<file path="src/rtl/lsu_pkg.sv">
`default_nettype none
// ============================================================================
// Module      : lsu_pkg
// Description : Shared types and op decode helpers for the load/store
//               alignment unit.
// Revision    : 1.0 - initial release
// ============================================================================
package lsu_pkg;

  typedef enum logic [3:0] {
    OP_SW  = 4'd0,
    OP_SH  = 4'd1,
    OP_SB  = 4'd2,
    OP_LW  = 4'd3,
    OP_LH  = 4'd4,
    OP_LB  = 4'd5,
    OP_LBU = 4'd6,
    OP_LHU = 4'd7,
    OP_LWU = 4'd8,
    OP_SD  = 4'd9,
    OP_LD  = 4'd10
  } mem_op_e;

  typedef enum logic [2:0] {
    ST_IDLE = 3'd0,
    ST_RD0  = 3'd1,
    ST_WR0  = 3'd2,
    ST_RD1  = 3'd3,
    ST_WR1  = 3'd4,
    ST_DONE = 3'd5
  } lsu_state_e;

  // Access size in bytes; 0 marks an undefined op code.
  function automatic logic [3:0] op_size(input logic [3:0] op);
    case (mem_op_e'(op))
      OP_SB, OP_LB, OP_LBU: op_size = 4'd1;
      OP_SH, OP_LH, OP_LHU: op_size = 4'd2;
      OP_SW, OP_LW, OP_LWU: op_size = 4'd4;
      OP_SD, OP_LD:         op_size = 4'd8;
      default:              op_size = 4'd0;
    endcase
  endfunction

  function automatic logic op_is_store(input logic [3:0] op);
    case (mem_op_e'(op))
      OP_SW, OP_SH, OP_SB, OP_SD: op_is_store = 1'b1;
      default:                    op_is_store = 1'b0;
    endcase
  endfunction

  function automatic logic op_signed(input logic [3:0] op);
    case (mem_op_e'(op))
      OP_LB, OP_LH, OP_LW: op_signed = 1'b1;
      default:             op_signed = 1'b0;
    endcase
  endfunction

  // Doubleword ops only exist when the data path is at least 64 bits wide.
  function automatic logic op_legal(input logic [3:0] op, input int xlen);
    op_legal = (op_size(op) != 4'd0) && ((int'(op_size(op)) * 8) <= xlen);
  endfunction

endpackage
`default_nettype wire

</file>
<file path="src/rtl/lsu_byte_merge.sv">
`default_nettype none
// ============================================================================
// Module      : lsu_byte_merge
// Description : Replaces the addressed bytes of a memory word with store
//               data. i_hi selects the second word of a boundary-crossing
//               store, which receives the store bytes left over from word 0.
// Revision    : 1.0 - initial release
// ============================================================================
module lsu_byte_merge #(
  parameter int XLEN = 64
) (
  input  logic [XLEN-1:0]            i_word,
  input  logic [XLEN-1:0]            i_data,
  input  logic [$clog2(XLEN/8)-1:0]  i_off,
  input  logic [3:0]                 i_size,
  input  logic                       i_hi,
  output logic [XLEN-1:0]            o_merged
);

  localparam int c_nb = XLEN / 8;

  int w_k;

  // Byte i of the word takes store byte k when 0 <= k < size.
  always_comb begin
    o_merged = i_word;
    w_k      = 0;
    for (int i = 0; i < c_nb; i++) begin
      w_k = i_hi ? (i + c_nb - int'(i_off)) : (i - int'(i_off));
      if ((w_k >= 0) && (w_k < int'(i_size))) begin
        o_merged[8*i +: 8] = i_data[8*w_k +: 8];
      end
    end
  end

endmodule
`default_nettype wire

</file>
<file path="src/rtl/lsu_align_seq.sv">
`default_nettype none
// ============================================================================
// Module      : lsu_align_seq
// Description : Sequential load/store alignment unit. Loads read one or two
//               words and extract/extend the addressed bytes; stores do a
//               read-modify-write of one or two words.
// Revision    : 1.0 - initial release
// ============================================================================
module lsu_align_seq
  import lsu_pkg::*;
#(
  parameter int XLEN     = 64,
  parameter bit SPLIT_EN = 1'b1
) (
  input  logic            clk,
  input  logic            reset,
  input  logic            start,
  input  logic [3:0]      op,
  input  logic [XLEN-1:0] addr,
  input  logic [XLEN-1:0] store_data,
  output logic            busy,
  output logic            done,
  output logic            err,
  output logic [XLEN-1:0] load_data,
  output logic            mem_req,
  output logic            mem_we,
  output logic [XLEN-1:0] mem_addr,
  output logic [XLEN-1:0] mem_wdata,
  input  logic [XLEN-1:0] mem_rdata,
  input  logic            mem_ack
);

  localparam int c_nb   = XLEN / 8;
  localparam int c_offw = $clog2(c_nb);

  lsu_state_e       r_state, w_next;
  logic [3:0]       r_op;
  logic [XLEN-1:0]  r_addr, r_sdata, r_word0, r_word1, r_load;
  logic             r_err, r_cross;

  logic [c_offw-1:0] w_in_off, w_off;
  logic [3:0]        w_in_size, w_size;
  logic              w_in_cross, w_in_bad, w_store;
  logic [XLEN-1:0]   w_wa0, w_wa1;
  logic [XLEN-1:0]   w_merge_word, w_merged;
  logic              w_merge_hi;
  logic [XLEN-1:0]   w_lo, w_hi, w_shifted, w_extract;
  logic              w_sbit, w_sign;

  // Command decode on the raw inputs decides at accept time between the
  // memory path and the immediate error path.
  assign w_in_off   = addr[c_offw-1:0];
  assign w_in_size  = op_size(op);
  assign w_in_cross = (int'(w_in_off) + int'(w_in_size)) > c_nb;
  assign w_in_bad   = !op_legal(op, XLEN) || (w_in_cross && !SPLIT_EN);

  assign w_off   = r_addr[c_offw-1:0];
  assign w_size  = op_size(r_op);
  assign w_store = op_is_store(r_op);
  assign w_wa0   = {r_addr[XLEN-1:c_offw], {c_offw{1'b0}}};
  assign w_wa1   = w_wa0 + XLEN'(c_nb);

  assign w_merge_hi   = (r_state == ST_WR1);
  assign w_merge_word = w_merge_hi ? r_word1 : r_word0;

  lsu_byte_merge #(.XLEN(XLEN)) u_merge (
    .i_word   (w_merge_word),
    .i_data   (r_sdata),
    .i_off    (w_off),
    .i_size   (w_size),
    .i_hi     (w_merge_hi),
    .o_merged (w_merged)
  );

  // State register; reset abandons any access in flight.
  always_ff @(posedge clk) begin
    if (reset) r_state <= ST_IDLE;
    else       r_state <= w_next;
  end

  // Next state and bus/status outputs, all decoded from the current state.
  always_comb begin
    w_next    = r_state;
    busy      = 1'b0;
    done      = 1'b0;
    err       = 1'b0;
    mem_req   = 1'b0;
    mem_we    = 1'b0;
    mem_addr  = '0;
    mem_wdata = '0;
    case (r_state)
      ST_IDLE: begin
        if (start) w_next = w_in_bad ? ST_DONE : ST_RD0;
      end
      ST_RD0: begin
        busy     = 1'b1;
        mem_req  = 1'b1;
        mem_addr = w_wa0;
        if (mem_ack) w_next = w_store ? ST_WR0 : (r_cross ? ST_RD1 : ST_DONE);
      end
      ST_WR0: begin
        busy      = 1'b1;
        mem_req   = 1'b1;
        mem_we    = 1'b1;
        mem_addr  = w_wa0;
        mem_wdata = w_merged;
        if (mem_ack) w_next = r_cross ? ST_RD1 : ST_DONE;
      end
      ST_RD1: begin
        busy     = 1'b1;
        mem_req  = 1'b1;
        mem_addr = w_wa1;
        if (mem_ack) w_next = w_store ? ST_WR1 : ST_DONE;
      end
      ST_WR1: begin
        busy      = 1'b1;
        mem_req   = 1'b1;
        mem_we    = 1'b1;
        mem_addr  = w_wa1;
        mem_wdata = w_merged;
        if (mem_ack) w_next = ST_DONE;
      end
      ST_DONE: begin
        done   = 1'b1;
        err    = r_err;
        w_next = ST_IDLE;
      end
      default: w_next = ST_IDLE;
    endcase
  end

  // Load extract: the word being acknowledged this cycle is taken straight
  // from the bus so the result is ready on entry to DONE.
  always_comb begin
    w_lo      = (r_state == ST_RD0) ? mem_rdata : r_word0;
    w_hi      = (r_state == ST_RD1) ? mem_rdata : r_word1;
    w_shifted = XLEN'({w_hi, w_lo} >> {w_off, 3'b000});
    case (w_size)
      4'd1:    w_sbit = w_shifted[7];
      4'd2:    w_sbit = w_shifted[15];
      4'd4:    w_sbit = w_shifted[31];
      default: w_sbit = 1'b0;
    endcase
    w_sign    = w_sbit & op_signed(r_op);
    w_extract = w_shifted;
    for (int i = 0; i < XLEN; i++) begin
      if (i >= 8 * int'(w_size)) w_extract[i] = w_sign;
    end
  end

  // Command latch, captured read words and the held load result.
  always_ff @(posedge clk) begin
    if (reset) begin
      r_op    <= '0;
      r_addr  <= '0;
      r_sdata <= '0;
      r_word0 <= '0;
      r_word1 <= '0;
      r_load  <= '0;
      r_err   <= 1'b0;
      r_cross <= 1'b0;
    end else begin
      if ((r_state == ST_IDLE) && start) begin
        r_op    <= op;
        r_addr  <= addr;
        r_sdata <= store_data;
        r_err   <= w_in_bad;
        r_cross <= w_in_cross;
      end
      if ((r_state == ST_RD0) && mem_ack) r_word0 <= mem_rdata;
      if ((r_state == ST_RD1) && mem_ack) r_word1 <= mem_rdata;
      if ((w_next == ST_DONE) && !w_store &&
          ((r_state == ST_RD0) || (r_state == ST_RD1))) begin
        r_load <= w_extract;
      end
    end
  end

  assign load_data = r_load;

endmodule
`default_nettype wire

</file>
<file path="config.mk">
export PLATFORM = sky130hd
export DESIGN_NAME = lsu_align_seq
export DESIGN_NICKNAME = d
export VERILOG_FILES = /design/src/rtl/lsu_pkg.sv /design/src/rtl/lsu_byte_merge.sv /design/src/rtl/lsu_align_seq.sv
export SDC_FILE = /design/constraint.sdc
export NUM_CORES = 1
export LEC_CHECK = 0
export BUFFER_PORTS_ARGS = -buffer_cell sky130_fd_sc_hd__buf_2
export CAP_MARGIN = 0
export CORE_ASPECT_RATIO = 0.9
export CORE_MARGIN = 5
export CORE_UTILIZATION = 60
export DETAILED_ROUTE_END_ITERATION = 6
export MAX_ROUTING_LAYER = met4
export PLACE_DENSITY_LB_ADDON = 0.15
export SYNTH_ARGS = -nofsm -noshare
export SYNTH_HDL_FRONTEND = slang
export SYNTH_SLANG_ARGS = --single-unit
</file>
<file path="constraint.sdc">
create_clock -name clk -period 11.3 [get_ports clk]
set_input_delay 2.26 -clock clk [delete_from_list [all_inputs] [get_ports clk]]
set_output_delay 2.26 -clock clk [all_outputs]
set_load 0.03 [all_outputs]
</file>
Yosys cells after proc, flatten, opt, wreduce, memory -nomap -nowiden --
Memories as Yosys holds them, arrays and structs flattened. A register that Yosys moved wholly into a read port is not among the register bits. Index checks and enable logic that the tools add are counted.
Operators by class: equal/unequal tests 15, order comparisons 82, bitwise logic cells 1, reductions and logical operators 26, shift-type cells 9, mux-type cells 104, $add $sub $neg 18
Operators with widths (number):
- $shiftx 64x32->8 | 8
- $ge 32x1->1 const B | 8
- $lt 32x5->1 | 8
- $mux 32 | 8
- $mux 64 | 4
- $ge 6x7->1 const A | 32
- $pmux 64 s2 | 1
- $shr 128x6->64 | 1
- $ge 5x7->1 const A | 16
- $mux 1 | 71
- $add 64x4->64 const B | 1
- $mux 8 | 8
- $ge 4x7->1 const A | 8
- $sub 4x3->5 const A | 8
- $ge 3x7->1 const A | 4
- $mux 3 | 8
- $sub 3x3->4 const A | 4
- $pmux 3 s5 | 1
- $ge 1x7->1 const A | 2
- $ge 2x7->1 const A | 2
- $logic_and 1x1->1 | 14
- $eq 4x2->1 const B | 3
- $eq 4x3->1 const B | 3
- $eq 3x3->1 const B | 3
- 20 further kinds | 29
Storage, ports and cells: memory bits (read-only) 256, word-level logic and storage cells 268, flip-flop bits (word level) 329, memories 4, input bits 200
Memories:
- (no name shown) | depth 16, bits a word 4, rd ports 1, clocked after Yosys merged registers in 1, wr ports 0, RTL line lsu_pkg.sv:35 | case (mem_op_e'(op))
- (no name shown) | depth 16, bits a word 4, rd ports 1, clocked after Yosys merged registers in 0, wr ports 0, RTL line lsu_pkg.sv:35
- (no name shown) | depth 16, bits a word 4, rd ports 1, clocked after Yosys merged registers in 0, wr ports 0, RTL line lsu_pkg.sv:35
- (no name shown) | depth 16, bits a word 4, rd ports 1, clocked after Yosys merged registers in 0, wr ports 0, RTL line lsu_pkg.sv:35

Logic depth before layout (Yosys ltp) --
Gate-level depths: netlist of run 1.
depth in word-level cells 9, mapped depth 16

Modules after synthesis --
From an unflattened synthesis of run 1, not the netlist that was laid out.
Second synthesis, totals: cell total of the unflattened synthesis 2735, area, all modules 23003.3 um^2
By module, submodules not included:
- lsu_align_seq | area each 19347.3 um^2, cells each 2393, times used 1, sequential area each 6666.4 um^2
- lsu_byte_merge | area each 3656.0 um^2, cells each 342, times used 1, sequential area each 0.0 um^2

Worst setup path before layout of run 1 --
OpenSTA, ideal clock, no wires.
path type reg-to-output, start point reg r_addr[1], end point out mem_wdata[32], arrival time 4.454 ns, data required time 9.040 ns, slack 4.586 ns, stages on the path, launching flop included 15, path buffers 6, cells stage by stage dfxtp_1 buf_4 inv_1 buf_2 clkbuf_1 buf_1 ha_1 xnor2_1 clkinv_1 clkbuf_1 ha_1 a21o_1 a211o_1 clkbuf_1 a311oi_1
Between the ends: word-level cells in the longest chain between the ends 6, elaborated cells on any way between the ends 9, classes of those cells add/sub (2); order compare (2); shift (1); mux (3); reduce/logical (1)
RTL lines:
- start, declared | RTL line lsu_align_seq.sv:38 | logic [XLEN-1:0] r_addr, r_sdata, r_word0, r_word1, r_load;
- start signal, assigned | RTL line lsu_align_seq.sv:165 | r_addr <= addr;
- $sub 4x3->5 or $sub 3x3->4 (tied branches) | RTL line lsu_byte_merge.sv:29 | w_k = i_hi ? (i + c_nb - int'(i_off)) : (i - int'(i_off));
- $mux 32 * | RTL line lsu_byte_merge.sv:29
- $ge 32x1->1 or $lt 32x5->1 (tied branches) | RTL line lsu_byte_merge.sv:30 | if ((w_k >= 0) && (w_k < int'(i_size))) begin
- $logic_and 1x1->1 | RTL line lsu_byte_merge.sv:30
- $mux 8 * | RTL line lsu_byte_merge.sv:30
- $mux 64 * | RTL line lsu_align_seq.sv:91 | case (r_state)
- end, declared | RTL line lsu_align_seq.sv:28 | output logic [XLEN-1:0] mem_wdata,
Mark *: on every way between the ends. The rest lies on a longest branch, timed or not.

Final worst setup path of run 1 --
start point reg r_addr[1], end point out mem_wdata[49]
The elaborated chain is that of the path after synthesis.

==> results.json, run 1 <==
{
  "ant_nets": 0,
  "nNetsFinal": 3412,
  "gp_congestion": 1.07,
  "coreArea_mm2": 0.0385,
  "hold_buffers": 0,
  "worst_ir_drop_vdd_v": 0.000157,
  "synth.area.top_cells": "dfxtp_1 (29%), nand2_1 (15%), mux4_2 (14%)",
  "synth_most_common_cell": "nand2_1",
  "dp_hpwl_um": 73300,
  "power_mw": 4.22,
  "synth_cell_type_count": 84,
  "die_width_um": 218,
  "drive_gt1_share_pct": 21.6,
  "met2_length_um": 42100,
  "grt_antenna_before_repair": 17,
  "initial_utilization_pct": 60.8,
  "met3WireLength_um": 13700,
  "avgRoutedWirePerCell_um": 26.2,
  "worstPathMaxFanout": 54,
  "ioPinCount": 397,
  "tightest_slew_ns": 1.18,
  "finClkSkew_ns": 0.0126,
  "mappedNetlistArea_mm2": 0.0234,
  "post-place-ws_ns": 4.44,
  "critPathArrivalTime_ns": 5.27,
  "synthArstFlopShare_pct": 0,
  "synth_edf_count": 0,
  "grt_pass1_vias": 23550,
  "status": "completed",
  "drt_iter0_markers": 4643,
  "whs_ns": 0.450,
  "route.detailed.vias_per_inst": 6.87,
  "tns_ns": 0,
  "cts_buffers": 38,
  "multi_input_area_mm2": 0.0154,
  "cts_resized": 0,
  "synth_common_cells": "nand2_1 (923), a21oi_1 (376), dfxtp_1 (333)",
  "clk_latency_ns": 0.57,
  "cp.required_ns": 9.04,
  "synth_top_area_share_pct": 28.5,
  "grt_max_degree": 146,
  "clkTransAtPathRegs_ns": 0.06,
  "grt_use_total_pct": 44.7,
  "setup_ws_ns": 3.77,
  "dieHeight_um": 197,
  "leakage_nw": 10.1,
  "rows": 68,
  "layout_min_cycle_time_ns": 7.53,
  "synthFlopType": "dfxtp_1",
  "wl_met1_um": 35500,
  "cts_tree": "built",
  "clockBufferDepth": 3,
  "ys_ff_latch": 333,
  "synth_warnings": 0,
  "syn2layout_area_growth_pct": 13.2,
  "rsz0062_at_grt": "false",
  "vias": 25658,
  "dp_cells": 3650,
  "slew_violations": 0,
  "io_buffer_count": 393,
  "yosysSeqAreaShare_pct": 28.5,
  "htree_levels": 2,
  "hold_viol": 0,
  "endpoint_kind": "output pin",
  "startpoint_type": "flip-flop",
  "period_share_pct": 66.6,
  "syn_area_per_cell_um2": 7.90,
  "syn_inst": 2959,
  "grt_pass1_wl_um": 145000,
  "max_freq_ghz": 0.133,
  "fin_cells": 3737,
  "drv_cap": 0,
  "powerDensity_mw_per_mm2": 159,
  "cts_setup_buffers": 0,
  "path_class": "reg2out",
  "hold_path_class": "reg2reg",
  "setup_viol": 0,
  "first_pass_iters": 7,
  "cts_sinks": 333,
  "fillCellCount": 3116,
  "grt_overflow": 0,
  "slew_headroom_pct": 21.4,
  "dieArea_mm2": 0.0430,
  "register_area_mm2": 0.00668,
  "synth_area_leader_cell": "dfxtp_1",
  "top_layer": "met4",
  "drc_errors": 0,
  "cts-root-buf": "clkbuf_16",
  "wl_um": 97900
}
-- layout make-up --
class / instances / share of cell area, %
repair buffers: 422 / 8.30
inverters: 39 / 0.553
well taps: 525 / 2.48
clock buffers: 53 / 4.27
flip-flops and latches: 333 / 25.2
clock inverters: 14 / 0.719
diodes: 20 / 0.189
multi-input cells: 2331 / 58.3
-- cell families (layout without fill, tap and decap cells) --
group / count (synthesis) / count (layout) / share of synthesized area, %
and+or+nand+nor: 1252 / 1252 / 22.5
AOI/OAI and AO/OA: 720 / 720 / 19.3
DFF: 333 / 333 / 28.5
buffers and inverters: 297 / 528 / 5.87
muxes: 295 / 295 / 20.7
adders and majority gates: 48 / 48 / 2.59
xor gates and xnor gates: 13 / 13 / 0.487
other: 1 / 23 / 0.0161
-- power breakdown --
| group | internal [mW] | leakage [nW] | total (mW) | switching (mW) |
|---|---|---|---|---|
| registers | 1.25 | 2.71 | 1.37 | 0.120 |
| logic | 0.488 | 6.71 | 1.52 | 1.03 |
| clock network | 0.790 | 0.647 | 1.33 | 0.536 |
-- critical path, stage by stage, from the launching register on --
cell and delay [ns]:
dfxtp_4 0.77, buf_4 0.62, inv_1 0.14, buf_4 0.33
ha_1 0.36, buf_4 0.40, inv_1 0.10, ha_1 0.30
a21o_1 0.18, a21o_1 0.17, a211o_1 0.51, a311oi_1 0.51
buf_2 0.29
-- worst paths after layout --
kind	start	to	slack [ns]	cells past startpoint
worst max-delay path	r_addr[1]	mem_wdata[49]	3.77	12
worst min register to register	load_data[7]	load_data[7]	0.45	2
worst min-delay path	load_data[7]	load_data[7]	0.45	2
worst max register to register	r_state[1]	load_data[51]	7.31	7
-- routing by layer --
metal  vias up  global-route usage [%]
met3       382                    13.0
met4         0                    23.3
li1      11017                       -
met5         -                       -
met2      2182                    64.5
met1     12077                    57.1
-- registers in the layout, indices dropped and copies added, names as in the netlist --
name,count
r_addr,64
r_state,3
r_word0,64
r_cross,1
r_word1,64
r_sdata,64
r_op,4
w_size,4
r_err,1
load_data,64
-- placed cells by master, fill, tap and decap left out, types with 27 or more instances in the layout --
cell,Yosys,layout
dfxtp_1,333,330
a21oi_1,376,375
mux4_2,150,150
nand2_1,923,919
inv_1,34,34
o21ai_0,84,84
mux2i_1,145,145
buf_2,38,392
clkbuf_16,0,39
nor2_1,135,133
nand4_1,27,27
a311oi_1,63,63
ha_1,46,46
buf_4,17,29
nand3_1,46,45
-- through the flow --
step / utilization [%] / area (µm²)
2_1_floorplan: - / 23400
3_3_place_gp: 65.2 / 25100
3_5_place_dp: 65.2 / 25100
4_1_cts: 68.6 / 26400
5_1_grt: 68.8 / 26400
6_report: 68.8 / 26400
No activity file was read; power rests on OpenSTA's default activity.
==> inputs of run 2 (changes only) <==
CORE_UTILIZATION = 58   (was 60)
clock period = 7.7 ns   (was 11.3 ns; I/O delays follow)
==> run 2 against run 1 <==
Against the previous run:
- cell area unchanged
- clock power increased by 44%
- count of clock-buffer cells in the layout increased by 2
- combinational power increased by 47%
- global-route usage decreased by 2.5 points
- hold slack got worse by 0.0017 ns
- core utilization decreased by 2.0 points
- non-clock buffer count increased by 2
- cell count increased by 0.24%
- sequential share of layout area unchanged
- register-to-register slack got worse by 3.6 ns
- die area increased by 3.3%
- critical endpoint is now mem_wdata[47]
- largest cell class unchanged
==> results.json, run 2 (same netlist as run 1, synthesis figures left out) <==
{
  "status": "completed",
  "drv_cap": 0,
  "vias": 25244,
  "rsz0062_at_grt": "false",
  "ff2ff_setup_slack_ns": 3.66,
  "crit_path_cell_trace": "inv_1 > buf_4 > ha_1 > clkinv_1 > ha_1 > a21o_1 > a211o_1 > a311oi_1 > buf_2",
  "route.detailed.vias_per_inst": 6.74,
  "critPathSlowestCell": "dfxtp_4",
  "power_switching_mw": 2.48,
  "drive_gt1_share_pct": 21.7,
  "rows": 69,
  "cts_setup_buffers": 0,
  "dp_hpwl_um": 71300,
  "dp_cells": 3659,
  "worstRegToRegCells": 8,
  "reg2reg_to": "load_data[36]",
  "endpoint_kind": "output pin",
  "worstPathMaxFanout": 43,
  "grt_pass1_wl_um": 143000,
  "io_buffer_count": 393,
  "final_util_pct": 66.7,
  "startpoint_type": "flip-flop",
  "cts_buffers": 39,
  "tns_ns": 0,
  "hold_viol": 0,
  "setup_ws_ns": 1.10,
  "cts-root-buf": "clkbuf_16",
  "nNetsFinal": 3415,
  "powerDensity_mw_per_mm2": 232,
  "p_clk_share_pct": 31.0,
  "critPathArrivalTime_ns": 5.06,
  "layout_common_cells": "nand2_1 (919), buf_2 (392), a21oi_1 (375)",
  "worst_ir_drop_vdd_v": 0.000243,
  "die_width_um": 222,
  "wl_um": 96100,
  "ant_nets": 0,
  "avgRoutedWirePerCell_um": 25.7,
  "min_from": "load_data[2]",
  "grt_pass1_vias": 23109,
  "post-place-ws_ns": 1.84,
  "first_pass_iters": 6,
  "finClkSkew_ns": 0.0253,
  "layout_min_cycle_time_ns": 6.60,
  "mostFrequentLayoutCell": "nand2_1",
  "critical_path.max_stage_delay_ns": 0.74,
  "gp_congestion": 1.06,
  "clkTransAtPathRegs_ns": 0.06,
  "initial_utilization_pct": 59.0,
  "cts_resized": 0,
  "comb_power_share_pct": 36.5,
  "clk_latency_ns": 0.58,
  "tightest_slew_ns": 1.22,
  "grt_use_total_pct": 42.2,
  "drt_iter0_markers": 4154,
  "htree_levels": 2,
  "slew_headroom_pct": 18.7,
  "period_share_pct": 85.7,
  "grt_overflow": 0,
  "hold_buffers": 0,
  "holdPathEnd": "load_data[2]",
  "clockBufferDepth": 3,
  "ioPinCount": 397,
  "cts_sinks": 333,
  "r2r-start": "r_state[1]",
  "pwr-share-seq_pct": 32.5,
  "fillCellCount": 3313,
  "dieHeight_um": 200,
  "cts_tree": "built",
  "p_int_mw": 3.66,
  "fin_cells": 3746,
  "crit_top_cell": "ha_1",
  "grt_max_degree": 135,
  "dieArea_mm2": 0.0444,
  "max_freq_ghz": 0.152,
  "syn2layout_area_growth_pct": 13.2,
  "p_sw_share_pct": 40.4,
  "coreArea_mm2": 0.0396,
  "leakage_nw": 10.1,
  "drc_errors": 0,
  "grt_antenna_before_repair": 16,
  "hold_path_class": "reg2reg",
  "cp.required_ns": 6.16,
  "slew_violations": 0,
  "min_path_cells": 2,
  "path_class": "reg2out",
  "setup_viol": 0
}
run 2: worst max-delay path: cells and delay by family (launching register included):
family	cells	cell delay, ns
compound gates	3	1.28
buf+inv	4	1.26
fa+ha+maj	2	1.17
flops	1	0.74
run 2: layout make-up:
class / instances / area (µm²) / share of cell area, %
Antenna cell: 17 / 42.5 / 0.161
Clock buffer: 55 / 1140 / 4.30
Clock inverter: 15 / 165 / 0.624
Inverter: 39 / 146 / 0.553
Multi-Input combinational cell: 2331 / 15400 / 58.3
Sequential cell: 333 / 6680 / 25.2
Tap cell: 532 / 666 / 2.52
Timing Repair Buffer: 424 / 2210 / 8.35
run 2: how the worst max path moves through the flow:
stage                    from       endpoint  cells past startpoint
global route        r_addr[1]  mem_wdata[47]                      9
finish              r_addr[1]  mem_wdata[47]                      9
global placement    r_addr[1]  mem_wdata[47]                      9
detailed placement  r_addr[1]  mem_wdata[47]                      9
floorplan           r_addr[1]  mem_wdata[32]                     14
CTS                 r_addr[1]  mem_wdata[47]                      9
run 2: metal layers:
layer	share of wire, %	global-route usage [%]	wire length (µm)
met1	38	55.7	36400
met4	5.8	19.7	5600
met3	13	11.1	12400
met5	0	-	0
met2	43	60.7	41800
run 2: power by group through the flow:
stage / combinational [mW] / clock [mW] / sequential (mW)
5_1_grt: 2.37 / 1.98 / 2.01
3_3_place_gp: 2.12 / 0 / 2.01
4_1_cts: 2.17 / 1.91 / 1.99
6_report: 2.24 / 1.91 / 2.00
2_1_floorplan: 1.54 / 0 / 1.97
3_5_place_dp: 2.16 / 0 / 2.02
run 2: through the flow:
step | hold slack, ns | instance area (µm²) | power, mW
5_1_grt | 0.477 | 26400 | 6.36
3_3_place_gp | 0.431 | 25100 | 4.14
4_1_cts | 0.453 | 26400 | 6.07
3_5_place_dp | 0.439 | 25100 | 4.18
6_report | 0.448 | 26400 | 6.14
2_1_floorplan | 0.432 | 23400 | 3.51
